<file path="config.mk">
export PLATFORM = sky130hd
export DESIGN_NAME = sd_spi_slave
export DESIGN_NICKNAME = d
export VERILOG_FILES = /design/src/rtl/sd_spi_slave.sv
export SDC_FILE = /design/constraint.sdc
export NUM_CORES = 1
export LEC_CHECK = 0
export CAP_MARGIN = 20
export CORE_MARGIN = 4
export CORE_UTILIZATION = 40
export DETAILED_ROUTE_END_ITERATION = 8
export PLACE_DENSITY_LB_ADDON = 0.15
export SLEW_MARGIN = 20
export SYNTH_ARGS = -nofsm -noshare
export SYNTH_HDL_FRONTEND = slang
export SYNTH_SLANG_ARGS = --single-unit
export TNS_END_PERCENT = 10
</file>
<file path="constraint.sdc">
create_clock -name clk -period 2 [get_ports clk]
set_input_delay 0.4 -clock clk [delete_from_list [all_inputs] [get_ports clk]]
set_output_delay 0.4 -clock clk [all_outputs]
set_load 0.02 [all_outputs]
</file>
<file path="src/rtl/sd_spi_slave.sv">
// sd_spi_slave: SPI mode-0 slave that exchanges fixed-length SD-style frames.
//
// A synchronized cs_n falling edge captures resp_data and starts a frame.
// Command bits are sampled on sclk rising edges. Response bits go out MSB
// first and shift on sclk falling edges.
// After FRAME_BITS bits, the received word is published on cmd_data with a
// one-cycle cmd_valid pulse. miso then idles high until cs_n rises.
// If cs_n rises before the frame completes, aborted pulses for one cycle and
// cmd_data is left untouched.
//
// Parameters
//   FRAME_BITS  : bits per command/response frame
//   SYNC_STAGES : synchronizer depth on sclk/mosi/cs_n (2 or more)
// Ports
//   clk, rst_n  : system clock, asynchronous active-low reset
//   sclk, mosi, cs_n : SPI pins from the master (asynchronous to clk)
//   miso        : serial response to the master
//   resp_data   : response word, captured at frame start
//   cmd_data    : last complete received frame
//   cmd_valid   : one-cycle pulse when cmd_data updates
//   frame_err   : SD framing status of cmd_data
//   aborted     : one-cycle pulse when cs_n rises mid-frame
//   busy        : high while a frame is being shifted
module sd_spi_slave #(
  parameter int FRAME_BITS  = 48,
  parameter int SYNC_STAGES = 2
) (
  input  logic                  clk,
  input  logic                  rst_n,
  input  logic                  sclk,
  input  logic                  mosi,
  input  logic                  cs_n,
  output logic                  miso,
  input  logic [FRAME_BITS-1:0] resp_data,
  output logic [FRAME_BITS-1:0] cmd_data,
  output logic                  cmd_valid,
  output logic                  frame_err,
  output logic                  aborted,
  output logic                  busy
);

  localparam int CNT_W = $clog2(FRAME_BITS + 1);
  localparam logic [CNT_W-1:0] LAST_BIT = CNT_W'(FRAME_BITS - 1);

  typedef enum logic [1:0] {
    IDLE  = 2'd0,
    SHIFT = 2'd1,
    FILL  = 2'd2
  } state_t;

  // An SD command frame is well formed when it starts with 0b01 and ends with a stop bit of 1.
  function automatic logic sd_frame_err(input logic [FRAME_BITS-1:0] frame);
    return !((frame[FRAME_BITS-1] == 1'b0) && (frame[FRAME_BITS-2] == 1'b1) && (frame[0] == 1'b1));
  endfunction

  logic [SYNC_STAGES-1:0] sclk_sync_r, mosi_sync_r, cs_sync_r;
  logic                   sclk_prev_r, cs_prev_r;
  logic                   sclk_s, mosi_s, cs_s;
  logic                   sclk_rise_s, sclk_fall_s, cs_fall_s, cs_rise_s;

  state_t                 state_r, state_s;
  logic [FRAME_BITS-1:0]  tx_r, tx_s, rx_r, rx_s, cmd_data_r, cmd_data_s;
  logic [CNT_W-1:0]       cnt_r, cnt_s;
  logic                   frame_err_r, frame_err_s;
  logic                   cmd_valid_r, cmd_valid_s;
  logic                   aborted_r, aborted_s;
  logic                   busy_r, busy_s;
  logic                   miso_r, miso_s;

  // Synchronize the SPI pins and keep the previous synchronized levels for edge detection.
  always_ff @(posedge clk or negedge rst_n) begin
    if (!rst_n) begin
      sclk_sync_r <= '0;
      mosi_sync_r <= '1;
      cs_sync_r   <= '1;
      sclk_prev_r <= 1'b0;
      cs_prev_r   <= 1'b1;
    end else begin
      sclk_sync_r <= {sclk_sync_r[SYNC_STAGES-2:0], sclk};
      mosi_sync_r <= {mosi_sync_r[SYNC_STAGES-2:0], mosi};
      cs_sync_r   <= {cs_sync_r[SYNC_STAGES-2:0], cs_n};
      sclk_prev_r <= sclk_s;
      cs_prev_r   <= cs_s;
    end
  end

  assign sclk_s      = sclk_sync_r[SYNC_STAGES-1];
  assign mosi_s      = mosi_sync_r[SYNC_STAGES-1];
  assign cs_s        = cs_sync_r[SYNC_STAGES-1];
  assign sclk_rise_s = sclk_s & ~sclk_prev_r;
  assign sclk_fall_s = ~sclk_s & sclk_prev_r;
  assign cs_fall_s   = ~cs_s & cs_prev_r;
  assign cs_rise_s   = cs_s & ~cs_prev_r;

  // Next-state and datapath decisions for the frame FSM.
  always_comb begin
    state_s     = state_r;
    tx_s        = tx_r;
    rx_s        = rx_r;
    cnt_s       = cnt_r;
    cmd_data_s  = cmd_data_r;
    frame_err_s = frame_err_r;
    cmd_valid_s = 1'b0;
    aborted_s   = 1'b0;
    case (state_r)
      IDLE: begin
        // Any sclk edge that coincides with the cs_n fall is deliberately ignored here.
        if (cs_fall_s) begin
          tx_s    = resp_data;
          rx_s    = '0;
          cnt_s   = '0;
          state_s = SHIFT;
        end else begin
          state_s = IDLE;
        end
      end
      SHIFT: begin
        if (cs_rise_s) begin
          aborted_s = 1'b1;
          state_s   = IDLE;
        end else begin
          if (sclk_rise_s) begin
            rx_s  = {rx_r[FRAME_BITS-2:0], mosi_s};
            cnt_s = cnt_r + CNT_W'(1);
            // Publish directly from the final bit so the pulse comes one cycle sooner.
            if (cnt_r == LAST_BIT) begin
              cmd_data_s  = rx_s;
              frame_err_s = sd_frame_err(rx_s);
              cmd_valid_s = 1'b1;
              state_s     = FILL;
            end else begin
              state_s = SHIFT;
            end
          end else if (sclk_fall_s) begin
            tx_s = {tx_r[FRAME_BITS-2:0], 1'b1};
          end else begin
            state_s = SHIFT;
          end
        end
      end
      FILL: begin
        if (cs_rise_s) begin
          state_s = IDLE;
        end else begin
          state_s = FILL;
        end
      end
      default: begin
        state_s = IDLE;
      end
    endcase
    // miso and busy are registered from the next state so they align with the shift register.
    if (state_s == SHIFT) begin
      miso_s = tx_s[FRAME_BITS-1];
      busy_s = 1'b1;
    end else begin
      miso_s = 1'b1;
      busy_s = 1'b0;
    end
  end

  // Frame FSM state, shift registers and registered outputs.
  always_ff @(posedge clk or negedge rst_n) begin
    if (!rst_n) begin
      state_r     <= IDLE;
      tx_r        <= '0;
      rx_r        <= '0;
      cnt_r       <= '0;
      cmd_data_r  <= '0;
      frame_err_r <= 1'b0;
      cmd_valid_r <= 1'b0;
      aborted_r   <= 1'b0;
      busy_r      <= 1'b0;
      miso_r      <= 1'b1;
    end else begin
      state_r     <= state_s;
      tx_r        <= tx_s;
      rx_r        <= rx_s;
      cnt_r       <= cnt_s;
      cmd_data_r  <= cmd_data_s;
      frame_err_r <= frame_err_s;
      cmd_valid_r <= cmd_valid_s;
      aborted_r   <= aborted_s;
      busy_r      <= busy_s;
      miso_r      <= miso_s;
    end
  end

  assign miso      = miso_r;
  assign cmd_data  = cmd_data_r;
  assign cmd_valid = cmd_valid_r;
  assign frame_err = frame_err_r;
  assign aborted   = aborted_r;
  assign busy      = busy_r;

endmodule

</file>
After elaboration in Yosys (flattened, before gate mapping)

Index checks and enable logic that the tools add are counted.

Register bits: 164
Bits of input ports: 53
Output and inout bits: 53
Word-level logic and storage cells: 72

$add $sub $neg: 1
Equal/unequal tests: 9
Muxes and demuxes: 28
Bitwise gates (word level): 10
Reduce and logical (&&, ||, !) cells: 8

Operators with widths:

| cell                                                             | number |
|---|---|
| 48-bit two-way mux                                               | 4 |
| 47-bit two-way mux                                               | 3 |
| 48-bit one-hot mux with 2 select lines                           | 1 |
| 47-bit one-hot mux with 2 select lines                           | 1 |
| 6-bit two-way mux                                                | 3 |
| 6-bit one-hot mux with 2 select lines                            | 1 |
| 2-bit two-way mux                                                | 5 |
| 2-bit inequality test (second input constant)                    | 5 |
| 1-bit two-way mux                                                | 9 |
| 4-bit AND reduction                                              | 2 |
| 6-bit by 1-bit adder with 6-bit output (second input constant)   | 1 |
| 6-bit == test (second input constant)                            | 1 |
| 1-bit inverter                                                   | 6 |
| 2-bit one-hot mux with 3 select lines                            | 1 |
| 5-bit AND reduction                                              | 1 |
| 1-bit AND                                                        | 4 |
| 2-bit by 1-bit == test with 1-bit output (second input constant) | 2 |
| 2-bit == test (second input constant)                            | 1 |
| 1-bit logical AND                                                | 2 |
| 2-bit logical NOT                                                | 1 |
| 2-bit nonzero test                                               | 1 |
| 1-bit logical NOT                                                | 1 |

Logic depth before layout (Yosys ltp)

Gate-level depths: netlist (run 1).

Depth after elaboration: 8
Mapped depth: 7
Depth with buffers taken out: 5

Worst setup path before layout (run 1)

OpenSTA, ideal clock, no wires.

Kind: reg2reg
Start: register cnt_r[0]
End: register cmd_data_r[10] (netlist: cmd_data[10])
Library setup time: 0.125 ns
Arrival time: 1.761 ns
Data required time: 1.875 ns
Path slack: 0.114 ns
Cell stages (with the launch flop): 7
Path buffers: 2
Cells stage by stage: dfrtp_1 ha_1 nand3_1 or4_1 buf_2 buf_6 mux2_4

Word-level cells in the longest chain between the ends: 2

RTL lines:

| what                          | RTL line | text |
|---|---|---|
| from (decl)                   | 63       | `logic [CNT_W-1:0] cnt_r, cnt_s;` |
| from (signal assigned)        | 179      | `cnt_r <= cnt_s;` |
| 6-bit == test                 | 126      | `if (cnt_r == LAST_BIT) begin` |
| 4-bit AND reduction (no line) | n/a      |  |
| to (signal assigned)          | 180      | `cmd_data_r <= cmd_data_s;` |
| to (decl)                     | 62       | `logic [FRAME_BITS-1:0] tx_r, tx_s, rx_r, rx_s, cmd_data_r, cmd_data_s;` |

Every way passes these cells.
A chain may end at the register's enable or synchronous reset.

Worst setup path after layout (run 1)

Start: register cnt_r[0]
End: register cmd_data_r[18] (netlist: cmd_data[18])

The elaborated chain is that of the path after synthesis.

==> key figures, run 1 <==
STA
  • Post-route setup slack: approximately 0.044 ns
  • Final setup fails: 0
  • Worst Skew: approximately 0.0086 ns
  • Post-route setup TNS: 0 ns
  • Minimum clock period: 1.96 ns
  • Crit share post-route: between 90% and 100%
  • Fmax: just over 0.5 GHz
  • Worst slew pin tran: 0.548 ns
  • Fin. max-slew vios: 0
  • RSZ-0062 raised after global routing: yes
  • Max_slew headroom: between 60% and 70%
  • Fin. Hold Viols: 0

Finish
  • Fillers: 1,368
  • Final core utilization: between 50% and 60%
  • N_diodes: 0
  • Non-Filler Instances: 930
  • Ratio of cells with drive above 1 in the final layout: about 17%
  • Layout area overhead: 31.8%
  • Nets: roughly 750

Power
  • Internal power: ~6200 uW
  • Switching Share: between 20% and 30%
  • Combinational group share of total power: a little under an eighth
  • Clock power share: between 40% and 50%
  • Switch Pwr: about 2100 uW
  • Pleak: 0.00408 uW
  • Sequential power share: around 47%
  • PD cells: 936 nW/um^2
  • Peak VDD IR: 0.637 mV

CTS
  • Clk sinks: 164
  • Maximum clock path buffer count: 2
  • H-tree depth: 4
  • CTS clk-pin slew, worst paths: around 0.060 ns
  • Root buffer cell: clkbuf_16
  • TritonCTS clock tree: yes
  • Clock latency on the worst-skew pair: between 0.4 and 0.5 ns
  • CTS Buf Count: 17

Global route
  • Global-route wire length before repair: 23,900 microns
  • Remaining global-route overflow: 0
  • Pin count of the biggest net entering global routing: 52
  • GRT Total Usage: between 10% and 20%
  • Initial antenna violation count: 0
  • Vias in the first global route: 4,800

Routing
  • Post-route DRC: 0
  • Total vias in the final route: around 4,700
  • Final wirelength: 14,200 microns
  • Final ANT Viol Nets: 0
  • Starting DRT DRC Count: approximately 240
  • Drt first pass iters: 5
  • Vias per inst: slightly above 5
  • Routed len/inst: roughly 15 microns

Critical path
  • Crit path buf inv count: 1
  • Crit end category: flop
  • Delay-heaviest family, CP: simple AND/OR/NAND/NOR gates
  • Setup crit start kind: flop
  • Critical Path, Cell by Cell: ha_1, nand3_1, or4_4, buf_12, mux2_4
  • Worst stage delay on the critical path: 0.57 ns
  • Reg2reg setup slack: between 0.04 and 0.05 ns
  • Worst path slowest cell: or4_4
  • Crit path max fanout: 45
  • Crit path required time: ~2.3 ns
  • Worst r2r src: cnt_r[0]
  • Reg2reg end: cmd_data[18]
  • CP startpoint: cnt_r[0]
  • Crit path arrival time: ~2.3 ns
  • Critical path class: flop to flop
  • Worst reg-to-reg path cell count: 5

Synth
  • Yosys top cell area share: between 50% and 60%
  • Distinct cells, synth: 34
  • Most instantiated cells after synthesis: 158 x dfrtp_1, 149 x nand2_1, 90 x o21ai_0
  • #FFs+latches synth: between 150 and 200
  • Mapped Cells: just under 600
  • Yosys Warn Count: 0
  • Cell type contributing the most total cell area after synthesis: dfrtp_1
  • Ranking of synthesized cells by area: dfrtp_1 59%, mux2_4 10%, nand2_1 8.3%
  • Most common cell in the synthesized netlist: dfrtp_1
  • Ys async rst share: 100%
  • Post-synth EDFFs: 0
  • Mean Syn Cell Area: between 10 and 15 sq um
  • Mapped cell area: roughly 6700 sq um
  • Post-Syn Nets: between 600 and 700
  • Ys flop type: dfrtp_1
  • Post-synthesis sequential area ratio: between 60% and 70%

Min path
  • Hold worst-path end: mosi_sync_r[1]
  • Worst Hold Depth: 0
  • Hold crit path type: flop to flop
  • Hold Crit Start: mosi_sync_r[0]

Floorplan
  • Ports: ~110
  • Die width: 138 microns
  • Core Region: 16,500 sq um
  • # rows: 47
  • Die area: approximately 19,000 sq um
  • Starting Density: 40.7%
  • Die Ht: 138 microns

Placement
  • Placed insts: 893
  • DP Wirelength: 9030 microns
  • Setup WS pre-CTS: -0.0881 ns
  • Port Buffers: approximately 110
  • RePlAce Congestion: ~0.77

Run status
  • Run status: finished clean

Run
  • Max Cap Viol: 0
==> power groups by stage <==
| stage | combinational (uW) | clock (uW) | sequential [uW] |
|---|---|---|---|
| global route | 1110 | 3680 | 3970 |
| detailed placement | 959 | 0 | 3960 |
| finish | 970 | 3420 | 3920 |
| CTS | 961 | 3520 | 3910 |
| floorplan | 531 | 0 | 3920 |
| global placement | 910 | 0 | 3950 |
==> flip-flops by register name, indices dropped and copies added, names as in the netlist, 2 cells and up <==
| register | flops |
|---|---|
| cs_sync_r | 2 |
| cnt_r | 6 |
| state_r | 2 |
| mosi_sync_r | 2 |
| rx_r | 47 |
| sclk_sync_r | 2 |
| cmd_data | 48 |
| tx_r | 48 |
==> layout make-up <==
class	count	area (sq um)	area share [%]
repair buffers	133	1400	15.8
clock inverters	10	146	1.65
flip-flops and latches	164	4110	46.3
inverters	3	11.3	0.127
clock buffers	22	484	5.46
multi-input cells	378	2440	27.5
well taps	220	275	3.10
==> what timing repair did <==
item,4_1_cts,5_1_grt
pin swaps,0,1
hold buffers,1,0
hold endpoints to repair,34,0
endpoints found under the setup margin,40,98
setup buffers,0,3
resized for setup,1,3
cloned,0,1
==> metrics by stage <==
step           total power (uW)  area (sq um)  hold slack, ns
3_5_place_dp               4920          8160           0.335
4_1_cts                    8390          8810           0.352
2_1_floorplan              4450          6730           0.104
3_3_place_gp               4860          8160           0.335
5_1_grt                    8760          8870           0.357
6_report                   8310          8870           0.351
==> worst max-delay path by stage <==
| stage | slack, ns | end | cells past startpoint |
|---|---|---|---|
| final | 0.04 | cmd_data[18] | 5 |
| after global placement | -0.01 | tx_r[39] | 5 |
| after CTS | 0.001 | miso | 1 |
| after floorplan | 0.11 | cmd_data[10] | 6 |
| after detailed placement | -0.09 | tx_r[31] | 5 |
| after global routing | -0.06 | cmd_data[0] | 5 |
==> layer usage <==
metal,routed length [microns],GRT usage (%)
met5,0,0
met4,195,6.48
met3,796,4.86
met2,6760,24.5
met1,6450,21.0
==> layout by cell type (no fill, tap or decap), types with 6 or more instances in the layout <==
cell,count
nand2_1,149
dfstp_2,6
o21ai_1,8
dfrtp_1,157
clkbuf_16,18
buf_12,9
mux2_4,46
o21ai_0,90
a22oi_1,46
buf_4,16
clkdlybuf4s50_1,103
==> kinds of logic (layout without fill, tap and decap cells) <==
| kind of cell | Yosys count | in the layout | share of synthesized area (%) |
|---|---|---|---|
| muxes | 48 | 48 | 10.6 |
| DFF | 164 | 164 | 61.1 |
| buffers and inverters | 46 | 168 | 3.36 |
| and+or+nand+nor | 173 | 173 | 11.0 |
| adders and majority gates | 1 | 1 | 0.186 |
| AOI/OAI and AO/OA | 156 | 156 | 13.8 |
Note: power is estimated with default switching activity, not from simulation.
==> run 2: changes to the inputs <==
--- a/config.mk
+++ b/config.mk
@@ -5,10 +5,10 @@
 export SDC_FILE = /design/constraint.sdc
 export NUM_CORES = 1
 export LEC_CHECK = 0
-export CAP_MARGIN = 20
 export CORE_MARGIN = 4
 export CORE_UTILIZATION = 40
 export DETAILED_ROUTE_END_ITERATION = 8
+export GPL_TIMING_DRIVEN = 0
 export PLACE_DENSITY_LB_ADDON = 0.15
 export SLEW_MARGIN = 20
 export SYNTH_ARGS = -nofsm -noshare
==> constraint.sdc (replaced) <==
create_clock -name clk -period 1.7 [get_ports clk]
set_input_delay 0.34 -clock clk [delete_from_list [all_inputs] [get_ports clk]]
set_output_delay 0.34 -clock clk [all_outputs]
set_load 0.02 [all_outputs]
==> run 2 against run 1 <==
  * Routed wire length is 4.8% higher
  * Clock power is 14% higher
  * Highest routed layer unchanged
  * First-iteration DRC count is 12% higher
  * Global-route usage is 0.64 points higher
  * Worst hold slack worse by 0.021 ns
  * The flow now finishes with violations (negative setup slack)
  * Critical endpoint is now cmd_data[2]
  * Sequential power is 18% higher
  * Via count is 3.9% higher
  * Total power is 18% higher
==> key figures, run 2 (same netlist as run 1, synthesis figures left out) <==
Global route
  • Pin count of the biggest net entering global routing: 98 (was 52)
  • Global-route wire length before repair: 24,900 microns (was 23,900 microns)
  • GRT Total Usage: 16.5% (was 15.9%)
  • Initial antenna violation count: 0 (unchanged)
  • Remaining global-route overflow: 0 (unchanged)
  • Vias in the first global route: 4,942 (was 4,800)

Power
  • Pleak: 0.00451 uW (was 0.00408 uW)
  • Internal power: 7370 uW (was 6230 uW)
  • Clock power share: 39.6% (was 41.2%)
  • Combinational group share of total power: 13.2% (was 11.7%)
  • PD cells: 1080 nW/um^2 (was 936 nW/um^2)
  • Peak VDD IR: 0.699 mV (was 0.637 mV)
  • Switch Pwr: 2440 uW (was 2080 uW)
  • Switching Share: 24.9% (was 25.0%)
  • Sequential power share: 47.2% (about the same)
  • Final Power: 9820 uW (was 8310 uW)

Finish
  • Non-Filler Instances: 966 (was 930)
  • Fillers: 1,396 (was 1,368)
  • Ratio of cells with drive above 1 in the final layout: 21.6% (was 17.0%)
  • N_diodes: 0 (unchanged)
  • Commonest non-fill, non-tap cell in the layout: dfrtp_1 (unchanged)
  • Post-layout instance area: 9130 sq um (was 8870 sq um)
  • Nets: 787 (was 751)
  • Most frequent cells in the layout: 155 x dfrtp_1, 148 x nand2_1, 58 x o21ai_0 (was 157 x dfrtp_1, 149 x nand2_1, 103 x clkdlybuf4s50_1)
  • Layout area overhead: 35.6% (was 31.8%)

Placement
  • DP Wirelength: 10,000 microns (was 9030 microns)
  • RePlAce Congestion: 0.795 (was 0.771)
  • Placed cell areas: 8120 sq um (was 8160 sq um)
  • Port Buffers: 105 (unchanged)
  • Placed insts: 914 (was 893)

Routing
  • Post-route DRC: 0 (unchanged)
  • Drt first pass iters: 5 (unchanged)
  • Final wirelength: 14,900 microns (was 14,200 microns)
  • Total vias in the final route: 4,870 (was 4,688)
  • Routed len/inst: 15.4 microns (was 15.3 microns)
  • Final ANT Viol Nets: 0 (unchanged)
  • Vias per inst: 5.04 (about the same)
  • Starting DRT DRC Count: 269 (was 241)

Floorplan
  • Die width: 138 microns (unchanged)
  • Die area: 19,000 sq um (unchanged)
  • Ports: 106 (unchanged)
  • Core Region: 16,500 sq um (unchanged)
  • # rows: 47 (unchanged)
  • Die Ht: 138 microns (unchanged)
  • Starting Density: 40.7% (unchanged)

Critical path
  • Critical path class: flop to flop (unchanged)
  • Reg2reg setup slack: -0.21 ns (was 0.04 ns)
  • Critical path depth: 5 (unchanged)
  • Setup crit end: cmd_data[2] (was cmd_data[18])
  • Crit path buf inv count: 2 (was 1)
  • Worst stage delay on the critical path: 0.54 ns (was 0.57 ns)
  • Worst path slowest cell: or4_4 (unchanged)
  • Crit path arrival time: 2.20 ns (was 2.26 ns)
  • Crit end category: flop (unchanged)
  • Crit path required time: 2.00 ns (was 2.30 ns)
  • Crit path max fanout: 10 (was 45)
  • Delay-heaviest family, CP: simple AND/OR/NAND/NOR gates (unchanged)
  • Cell mode on critical path: buf_12
  • Worst r2r src: cnt_r[4] (was cnt_r[0])
  • Reg2reg end: cmd_data[2] (was cmd_data[18])
  • CP startpoint: cnt_r[4] (was cnt_r[0])
  • Setup crit start kind: flop (unchanged)
  • Worst reg-to-reg path cell count: 5 (unchanged)
  • Critical Path, Cell by Cell: nand4bb_1, or4_4, buf_12, buf_12, mux2_4 (was ha_1, nand3_1, or4_4, buf_12, mux2_4)

CTS
  • Clk sinks: 164 (unchanged)
  • H-tree depth: 4 (unchanged)
  • Root buffer cell: clkbuf_16 (unchanged)
  • Maximum clock path buffer count: 2 (unchanged)
  • TritonCTS clock tree: yes (unchanged)
  • CTS clk-pin slew, worst paths: 0.06 ns (about the same)
  • CTS Buf Count: 17 (unchanged)
  • Clock latency on the worst-skew pair: 0.42 ns (about the same)

STA
  • WHS: 0.330 ns (was 0.351 ns)
  • Crit share post-route: 112% (was 97.8%)
  • Final setup fails: 53 (was 0)
  • Worst slew pin tran: 0.725 ns (was 0.548 ns)
  • Minimum clock period: 1.91 ns (was 1.96 ns)
  • Worst Skew: 0.00670 ns (was 0.00862 ns)
  • RSZ-0062 raised after global routing: yes (unchanged)
  • Fin. Hold Viols: 0 (unchanged)
  • Post-route setup slack: -0.208 ns (was 0.0442 ns)
  • Fmax: 0.524 GHz (was 0.511 GHz)
  • Post-route setup TNS: -9.57 ns (was 0 ns)
  • Fin. max-slew vios: 0 (unchanged)
  • Max_slew headroom: 51.6% (was 63.3%)

Run
  • Max Cap Viol: 0 (unchanged)

Min path
  • Hold crit path type: input port to flop (was flop to flop)

Run status
  • Run status: finished, violations left (was finished clean)
  • Failing checks: negative setup slack
run 2: changes by cell type in the layout (fill, tap and decap cells not counted), sizes merged, moves of 2 or more:
cell | previous run | this run
clkinvlp | 3 | 1
clkdlybuf4s50 | 103 | 51
buf | 27 | 43
clkinv | 3 | 5
clkbuf | 23 | 44
dlygate4sd2 | 0 | 52
run 2: how the worst min path moves through the flow:
stage	from	endpoint	slack (ns)	cells after the start
5_1_grt	mosi	mosi_sync_r[0]	0.31	1
2_1_floorplan	rst_n	aborted	0.04	0
4_1_cts	mosi	mosi_sync_r[0]	0.31	1
6_report	mosi	mosi_sync_r[0]	0.33	1
3_5_place_dp	sclk_sync_r[0]	sclk_sync_r[1]	0.34	0
3_3_place_gp	sclk_sync_r[0]	sclk_sync_r[1]	0.34	0
run 2: layout make-up:
cell class                      count  area, sq um  share of cell area, %
Buffer                             42          399                   4.37
Inverter                            3         11.3                  0.123
Clock inverter                      9          126                   1.38
Sequential cell                   164         4120                   45.1
Clock buffer                       23          478                   5.24
Timing Repair Buffer              127         1190                   13.0
Multi-Input combinational cell    378         2530                   27.7
Tap cell                          220          275                   3.02
run 2: per-layer routing:
metal / routed length (microns) / track usage [%] / up-vias
li1: - / - / 2337
met1: 6720 / 21.6 / 2422
met2: 7320 / 26.7 / 105
met3: 774 / 5.33 / 6
met4: 85 / 4.34 / 0
met5: 0 / 0 / -
run 2: worst reg2reg max path, delay by kind of cell (launching register included):
kind          cells  cell delay (ns)
flops             1             0.40
simple gates      2             0.76
buf+inv           2             0.32
mux               1             0.30
run 2: repair_timing:
action | CTS | global route
pin swaps | 9 | 4
gates resized for setup | 121 | 61
hold buffers | 1 | 0
endpoints found under the hold margin | 85 | 0
buffers inserted | 15 | 3
cloned | 2 | 0
endpoints found under the setup margin | 206 | 146
run 2: power groups by stage:
| stage | Clock [uW] | Combinational, uW | Sequential (uW) |
|---|---|---|---|
| finish | 3890 | 1290 | 4640 |
| global route | 4150 | 1470 | 4680 |
| CTS | 4000 | 1230 | 4620 |
| detailed placement | 0 | 1070 | 4670 |
| global placement | 0 | 1020 | 4660 |
| floorplan | 0 | 628 | 4610 |
run 2: per-stage QoR:
stage	util, %	setup slack [ns]
floorplan	-	-0.105
global placement	49.0	-6.24
detailed placement	49.2	-0.667
CTS	54.5	-0.213
global route	55.2	-0.260
finish	55.2	-0.208
